$ cat src/rtl/spi_reg_pkg.sv
// Shared definitions for the SPI command/register controller.
//   state_e      : controller FSM states
//   CMD_RW_BIT   : bit of the command byte that selects read (1) / write (0)
//   SPI_WORD_W   : SPI shift word width the controller is built around
//   SYNC_STAGES  : depth of the slave-select synchronizer
package spi_reg_pkg;

  localparam int CMD_RW_BIT  = 7;
  localparam int SPI_WORD_W  = 8;
  localparam int SYNC_STAGES = 2;

  typedef enum logic [2:0] {
    ST_IDLE,
    ST_CMD,
    ST_WRITE,
    ST_FETCH,
    ST_CAPTURE,
    ST_LOAD,
    ST_RWAIT
  } state_e;

endpackage

$ cat src/rtl/spi_reg_ctrl_sync.sv
// Generic single-bit multi-flop synchronizer with selectable reset value.
//   clk  : destination clock
//   rst  : asynchronous active-high reset, loads RST_VAL into every stage
//   d_i  : asynchronous input
//   q_o  : synchronized output
module sync_2ff #(
  parameter int   STAGES  = 2,
  parameter logic RST_VAL = 1'b1
) (
  input  logic clk,
  input  logic rst,
  input  logic d_i,
  output logic q_o
);

  logic [STAGES-1:0] sync_q;

  always_ff @(posedge clk or posedge rst) begin
    if (rst) begin
      sync_q <= {STAGES{RST_VAL}};
    end else begin
      sync_q <= {sync_q[STAGES-2:0], d_i};
    end
  end

  assign q_o = sync_q[STAGES-1];

endmodule

$ cat src/rtl/spi_reg_ctrl.sv
// SPI command/register controller between spi_slave and a register bank.
// The first byte of each slave-select frame is {rw, addr[6:0]}; writes
// stream data bytes to consecutive addresses, reads fetch consecutive
// registers and stage them into the slave's TX buffer.
//   clk, rst            : system clock, asynchronous active-high reset
//   ss                  : raw active-low slave select (asynchronous)
//   rx_buffer, rx_dv    : received byte and its one-cycle valid pulse
//   tx_halt             : slave is shifting; TX load refused while high
//   tx_buffer, wr       : byte to transmit and its load request
//   spi_rst             : one-cycle pulse at frame end to clear the slave
//   reg_addr/wdata/we/re: register bus; reg_rdata valid the cycle after re
//   busy                : frame active
//   ovr                 : sticky read overrun, cleared at next frame start
module spi_reg_ctrl
  import spi_reg_pkg::*;
#(
  parameter int ADDR_W = 7,
  parameter int DATA_W = 8
) (
  input  logic              clk,
  input  logic              rst,
  input  logic              ss,
  input  logic [DATA_W-1:0] rx_buffer,
  input  logic              rx_dv,
  input  logic              tx_halt,
  output logic [DATA_W-1:0] tx_buffer,
  output logic              wr,
  output logic              spi_rst,
  output logic [ADDR_W-1:0] reg_addr,
  output logic [DATA_W-1:0] reg_wdata,
  output logic              reg_we,
  output logic              reg_re,
  input  logic [DATA_W-1:0] reg_rdata,
  output logic              busy,
  output logic              ovr
);

  localparam logic [1:0] WARM_DONE = 2'(SYNC_STAGES);

  logic              ss_s;
  logic              ss_prev_q;
  logic [1:0]        warm_q;
  logic              armed_q;
  state_e            state_q;
  logic [ADDR_W-1:0] addr_q;
  logic [ADDR_W-1:0] addr_inc_d;
  logic [DATA_W-1:0] tx_q;
  logic [DATA_W-1:0] wdata_q;
  logic              wr_q;
  logic              spi_rst_q;
  logic              we_q;
  logic              re_q;
  logic              busy_q;
  logic              ovr_q;
  logic              frame_start_d;
  logic              frame_end_d;

  sync_2ff #(
    .STAGES  (SYNC_STAGES),
    .RST_VAL (1'b1)
  ) u_ss_sync (
    .clk (clk),
    .rst (rst),
    .d_i (ss),
    .q_o (ss_s)
  );

  // The synchronizer output only reflects the real pin after it has been
  // refilled post-reset. Frames are accepted only once ss_s has been seen
  // high after that point, so a frame already running at reset release
  // (whose falling edge is an artefact of the reset value) is ignored.
  assign frame_start_d = armed_q & ss_prev_q & ~ss_s;
  assign frame_end_d   = ~ss_prev_q & ss_s;
  assign addr_inc_d    = addr_q + 1'b1;

  always_ff @(posedge clk or posedge rst) begin
    if (rst) begin
      ss_prev_q <= 1'b1;
      warm_q    <= '0;
      armed_q   <= 1'b0;
      state_q   <= ST_IDLE;
      addr_q    <= '0;
      tx_q      <= '0;
      wdata_q   <= '0;
      wr_q      <= 1'b0;
      spi_rst_q <= 1'b0;
      we_q      <= 1'b0;
      re_q      <= 1'b0;
      busy_q    <= 1'b0;
      ovr_q     <= 1'b0;
    end else begin
      ss_prev_q <= ss_s;
      if (warm_q != WARM_DONE) warm_q <= warm_q + 2'd1;
      if ((warm_q == WARM_DONE) && ss_s) armed_q <= 1'b1;

      we_q      <= 1'b0;
      re_q      <= 1'b0;
      spi_rst_q <= 1'b0;

      // Frame end overrides everything, including a byte arriving in the
      // same cycle and any strobe that byte would have caused.
      if ((state_q != ST_IDLE) && frame_end_d) begin
        state_q   <= ST_IDLE;
        wr_q      <= 1'b0;
        busy_q    <= 1'b0;
        spi_rst_q <= 1'b1;
      end else begin
        case (state_q)
          ST_IDLE: begin
            if (frame_start_d) begin
              state_q <= ST_CMD;
              busy_q  <= 1'b1;
              ovr_q   <= 1'b0;
            end
          end
          ST_CMD: begin
            if (rx_dv) begin
              addr_q <= rx_buffer[ADDR_W-1:0];
              if (rx_buffer[CMD_RW_BIT]) begin
                re_q    <= 1'b1;
                state_q <= ST_FETCH;
              end else begin
                state_q <= ST_WRITE;
              end
            end
          end
          ST_WRITE: begin
            // Address advances the cycle after the strobe it belonged to.
            if (we_q) addr_q <= addr_inc_d;
            if (rx_dv) begin
              we_q    <= 1'b1;
              wdata_q <= rx_buffer;
            end
          end
          ST_FETCH: begin
            if (rx_dv) ovr_q <= 1'b1;
            state_q <= ST_CAPTURE;
          end
          ST_CAPTURE: begin
            if (rx_dv) ovr_q <= 1'b1;
            tx_q    <= reg_rdata;
            wr_q    <= 1'b1;
            state_q <= ST_LOAD;
          end
          ST_LOAD: begin
            if (rx_dv) ovr_q <= 1'b1;
            if (!tx_halt) begin
              wr_q    <= 1'b0;
              addr_q  <= addr_inc_d;
              state_q <= ST_RWAIT;
            end
          end
          ST_RWAIT: begin
            if (rx_dv) begin
              re_q    <= 1'b1;
              state_q <= ST_FETCH;
            end
          end
          default: begin
            state_q <= ST_IDLE;
          end
        endcase
      end
    end
  end

  assign tx_buffer = tx_q;
  assign wr        = wr_q;
  assign spi_rst   = spi_rst_q;
  assign reg_addr  = addr_q;
  assign reg_wdata = wdata_q;
  assign reg_we    = we_q;
  assign reg_re    = re_q;
  assign busy      = busy_q;
  assign ovr       = ovr_q;

endmodule

$ cat config.mk
export PLATFORM = sky130hd
export DESIGN_NAME = spi_reg_ctrl
export DESIGN_NICKNAME = d
export VERILOG_FILES = /design/src/rtl/spi_reg_pkg.sv /design/src/rtl/spi_reg_ctrl_sync.sv /design/src/rtl/spi_reg_ctrl.sv
export SDC_FILE = /design/constraint.sdc
export NUM_CORES = 1
export LEC_CHECK = 0
export BUFFER_PORTS_ARGS = -buffer_cell sky130_fd_sc_hd__buf_2
export CORE_ASPECT_RATIO = 2
export CORE_MARGIN = 10
export CORE_UTILIZATION = 45
export CTS_BUF_LIST = sky130_fd_sc_hd__clkbuf_4
export DETAILED_ROUTE_END_ITERATION = 10
export PLACE_DENSITY = 0.7
export SLEW_MARGIN = 10
export SYNTH_ARGS = -nofsm -noshare
export SYNTH_HDL_FRONTEND = slang
export SYNTH_SLANG_ARGS = --single-unit
$ cat constraint.sdc
create_clock -name clk -period 2.1 [get_ports clk]
set_input_delay 0.315 -clock clk [delete_from_list [all_inputs] [get_ports clk]]
set_output_delay 0.315 -clock clk [all_outputs]
set_load 0.02 [all_outputs]
; ---- Yosys cells after proc, flatten, opt, wreduce, memory -nomap -nowiden
; Index checks and enable logic that the tools add are counted.
[op_classes]
addsub = 2
n_eq_ne = 18
muxes = 28
bitwise_logic = 6
n_reduce_logical = 17
[ops]
columns = cell, count
row1 = $mux W7, 3
row2 = $pmux W3 S7, 1
row3 = $pmux W7 S3, 1
row4 = $mux W1, 15
row5 = $mux W3, 5
row6 = $ne A2 B2 Y1 const B, 6
row7 = $ne A3 B3 Y1 const B, 4
row8 = $reduce_and A5 Y1, 2
row9 = $eq A3 B3 Y1 const B, 3
row10 = $reduce_bool A3 Y1, 3
row11 = $add A7 B1 Y7 const B, 1
row12 = $eq A3 B2 Y1 const B, 2
row13 = $pmux W1 S2, 3
row14 = $reduce_and A2 Y1, 3
row15 = $reduce_bool A2 Y1, 3
row16 = $reduce_and A4 Y1, 1
row17 = $and A1 B1 Y1, 3
row18 = $eq A3 B1 Y1 const B, 1
row19 = $logic_not A3 Y1, 1
row20 = $not A1 Y1, 3
row21 = $reduce_and A3 Y1, 1
row22 = $reduce_or A3 Y1, 1
row23 = $add A2 B1 Y2 const B, 1
row24 = $eq A2 B2 Y1 const B, 1
row25 = other kinds (2), 3
[word_totals]
register_bits = 38
inputBits = 21
output_inout_bits = 29
elab_cells = 85

; ---- Logic depth before layout (Yosys ltp)
[depth]
depth_word = 5
ltp_mapped = 5
mapped_depth_nobuf = 5

; ---- Cells and area by module
; Synthesis repeated with hierarchy kept, for this count alone.
[unflattened]
cells_unflattened = 150
area_unflattened_um2 = 1801.7
[modules_own_cells]
columns = mod, n_inst, cells_each, area_each_um2, seq_area_each_um2
row1 = spi_reg_ctrl, 1, 147, 1745.4, 902.1
row2 = sync_2ff, 1, 3, 56.3, 52.6

; ---- Least setup slack after synthesis
; OpenSTA, ideal clock, no wires.
[synth_timing]
path_type = reg-to-reg
from = reg state_q[0]
to = reg addr_q[1], in the netlist reg_addr[1]
setup_time_ps = 125
t_arrival_ps = 1436
required_ps = 1975
path_slack_ps = 539
stages_incl_launch_ff = 5
path_buffers = 0
synth_period_minus_slack_ps = 1561
cell_sequence = dfrtp_1 > nor3b_4 > nand2_4 > a21oi_4 > mux2_2
[synth_via]
elab_chain_len = 4
word_cells_on_any_way = 12
cone_classes = eq/ne (6) / mux (1) / bitwise (1) / reduce/logical (4)
[synth_lines]
columns = item, line_no
row1 = start: declaration, spi_reg_ctrl.sv:44  ; state_e state_q;
row2 = start signal: assignment, spi_reg_ctrl.sv:81  ; state_q <= ST_IDLE;
row3 = start signal: assignment, spi_reg_ctrl.sv:103  ; state_q <= ST_IDLE;
row4 = start signal: assignment, spi_reg_ctrl.sv:111  ; state_q <= ST_CMD;
row5 = "parallel branches: the longest is 4 deep, another holds $reduce_and A5 Y1", -
row6 = end signal: assignment, spi_reg_ctrl.sv:118  ; addr_q <= rx_buffer[ADDR_W-1:0];
row7 = end signal: assignment, spi_reg_ctrl.sv:129  ; if (we_q) addr_q <= addr_inc_d;
row8 = end signal: assignment, spi_reg_ctrl.sv:149  ; addr_q <= addr_inc_d;
row9 = end: declaration, spi_reg_ctrl.sv:45  ; logic [ADDR_W-1:0] addr_q;
; Parallel ways; which one is timed is not known.
; A chain may end at the register's enable or synchronous reset.

; ---- Final worst setup path
; Same ends and word-level chain as after synthesis.

==> out/metrics.yaml <==
num_rows: 32
first_global_vias: 1556
r2r_slack_ps: 250
ys_seq_area_frac: 0.525
hp-class: "primary input to async pin"
holdWs_ps: 63.2
drt-initial-drc-count: 42
path_clk_slew_ps: 110
synth.avg_cell_area_sq_um: 11.8
power_frac_seq: 0.400
hpwl_microns: 3580
synth_top_area_cell: "dfrtp_1"
grt_max_degree: 39
post_cts_resized: 0
core_area_sq_um: 3880
worstPathCellList: "nor3b_4 -> nand2_4 -> a21oi_4 -> mux2_2"
syn-num-nets: 177
wirelength_microns: 4510
dr.pass1.iters: 4
power.density_nw_per_um2: 1480
pwr-share-clk: 0.113
ys_ff_latch: 38
fin_crit_ps: 1850
diodes: 0
clk_latency_ps: 340
max_cap_violations: 0
synthFlopType: "dfrtp_1"
dieHeight_microns: 110
fill_cells: 380
power_switching_mw: 1.39
cp_data_arrival_time_ps: 2090
clkSinkCount: 38
area_growth_syn_to_layout_pct: 19.4
grt_pass1_wl_microns: 7140
io_pins: 50
dp_cells: 252
outcome: "complete, no violations"
fmax_mhz: 539
finalHoldViolations: 0
r2r-start: "state_q[0]$_DFFE_PP0P_"
finalNonFillerCells: 260
drc_errors: 0
synthesis.area_sq_um: 1820
cts_buffers: 5
synth_commonest_cells: "35 x dfrtp_1, 17 x mux2_2, 9 x inv_1"
comb_power_share: 0.487
clockBufferDepth: 2
synth_edf_count: 0
antenna_found_initial: 0
vias: 1458
criticalPathCategory: "register to register"
synthTopCellsByArea: "dfrtp_1 48%, mux2_2 11%, dfstp_2 4.3%"
rsz0062_at_grt: "no"
leakagePower_nw: 1.03
post_cts_buffers: 0
fin_skew_ps: 6.10
swShare: 0.432
cts-root-buf: "clkbuf_4"
wire_per_inst_microns: 17.3
die_area_sq_um: 7130
grt_use_total: 0.128
synth_cell_types: 47
slew_headroom: 0.679
viasPerCell: 5.61
cp.required_ps: 2330
setup_viol: 0
gp_congestion: 0.881
die_w_microns: 64.9
tritoncts: "yes"
initial_core_util: 0.468
report.final.slew_viol_count: 0
tns_ps: 0
yosys_warnings: 0
cp_max_fo: 13
postSynth.asyncResetShare: 1.00
start_kind: "register"
worstReg2RegEnd: "reg_addr[1]$_DFFE_PP0P_"
power.internal_mw: 1.83
worst_pin_slew_ps: 482
worst_path_max_delay_cell: "dfrtp_1"
irDropWorstVdd_mv: 0.877
yosysTopAreaCellShare: 0.482
htree_levels: 2
critPathMaxStageDelay_ps: 540
post-route-util: 0.558
rr_worst_depth: 4
end_kind: "register"
fin_nets: 231
drive_gt1_frac: 0.435
portBuffers: 49
hold_buffers: 0
fin_crit_sh: 0.883
postRouteAntennaNets: 0
syn_inst: 154
synth.most_common_cell: "dfrtp_1"
overflow: 0
-- cell type report --
cell class | instances | area, sq um | area share
inverter | 9 | 33.8 | 0.0156
sequential | 38 | 955 | 0.440
tap | 51 | 63.8 | 0.0294
clock inverter | 2 | 8.76 | 0.00404
clock buffer | 6 | 45.0 | 0.0208
timing repair buffer | 52 | 268 | 0.123
multi-input combinational | 102 | 795 | 0.366
-- cell usage in the layout, fill, tap and decap left out, types with 2 or more instances in the layout --
cell type	n
buf_2	49
dfrtp_1	35
mux2_2	17
inv_1	9
a21oi_1	8
clkbuf_4	6
o21ai_0	5
a2bb2oi_1	5
nand2_1	5
nor2b_1	4
nand3_1	4
nor3_1	4
nor2_1	4
a221oi_1	3
mux2i_1	3
nand2b_1	3
a31oi_1	3
buf_4	3
dfstp_2	3
o22ai_1	2
a31o_2	2
a21o_1	2
a211oi_1	2
or2_2	2
ha_1	2
-- logic make-up after synthesis --
logic type,Yosys count,share of synthesized area
AOI/OAI and AO/OA,39,0.155
xor gates and xnor gates,2,0.00964
adders and majority gates,2,0.0138
buffers and inverters,14,0.0372
DFF,38,0.525
muxes,21,0.128
and+or+nand+nor,38,0.131
-- registers in the layout, indices dropped and copies added (netlist names), 2 cells and up --
signal            count
u_ss_sync.sync_q      2
tx_buffer             8
reg_addr              7
state_q               3
warm_q                2
reg_wdata             8
-- routing by layer --
metal  up-vias  part of all wire  GRT usage  wire length, microns
met5         -                 0          0                     0
met1       703              0.33      0.103                  1510
met3        19              0.11     0.0673                   474
li1        668                 -          -                     -
met2        68              0.52      0.233                  2320
met4         0             0.044     0.0846                   199
-- power groups by stage --
stage | logic, mW | clock network (mW) | registers [mW]
6_report | 1.57 | 0.364 | 1.28
5_1_grt | 1.70 | 0.411 | 1.32
4_1_cts | 1.59 | 0.382 | 1.28
3_5_place_dp | 1.58 | 0 | 1.30
3_3_place_gp | 1.55 | 0 | 1.27
2_1_floorplan | 0.836 | 0 | 1.55
-- worst max-delay path by stage --
stage                           startpoint                 endpoint  slack, ps  cells after the start
finish              state_q[0]$_DFFE_PP0P_  reg_addr[1]$_DFFE_PP0P_        250                      4
global placement    state_q[0]$_DFFE_PP0P_  reg_addr[1]$_DFFE_PP0P_        350                      4
CTS                 state_q[0]$_DFFE_PP0P_  reg_addr[1]$_DFFE_PP0P_        250                      4
floorplan           state_q[0]$_DFFE_PP0P_  reg_addr[1]$_DFFE_PP0P_        540                      4
global route        state_q[0]$_DFFE_PP0P_  reg_addr[1]$_DFFE_PP0P_        140                      4
detailed placement  state_q[0]$_DFFE_PP0P_  reg_addr[1]$_DFFE_PP0P_        260                      4
-- per-stage QoR --
step / area [sq um] / power, mW / setup slack [ps]
CTS: 2170 / 3.25 / 254
global route: 2170 / 3.44 / 141
global placement: 2110 / 2.82 / 354
floorplan: 1820 / 2.38 / 539
detailed placement: 2110 / 2.88 / 257
finish: 2170 / 3.21 / 245
-- worst max-delay path, delay by kind of cell, from the launching register on --
kind	cells	cell delay, ps
and+or+nand+nor	2	590
AOI/OAI and AO/OA	1	260
muxes	1	360
DFF	1	540
Note: power is estimated with default switching activity, not from simulation.
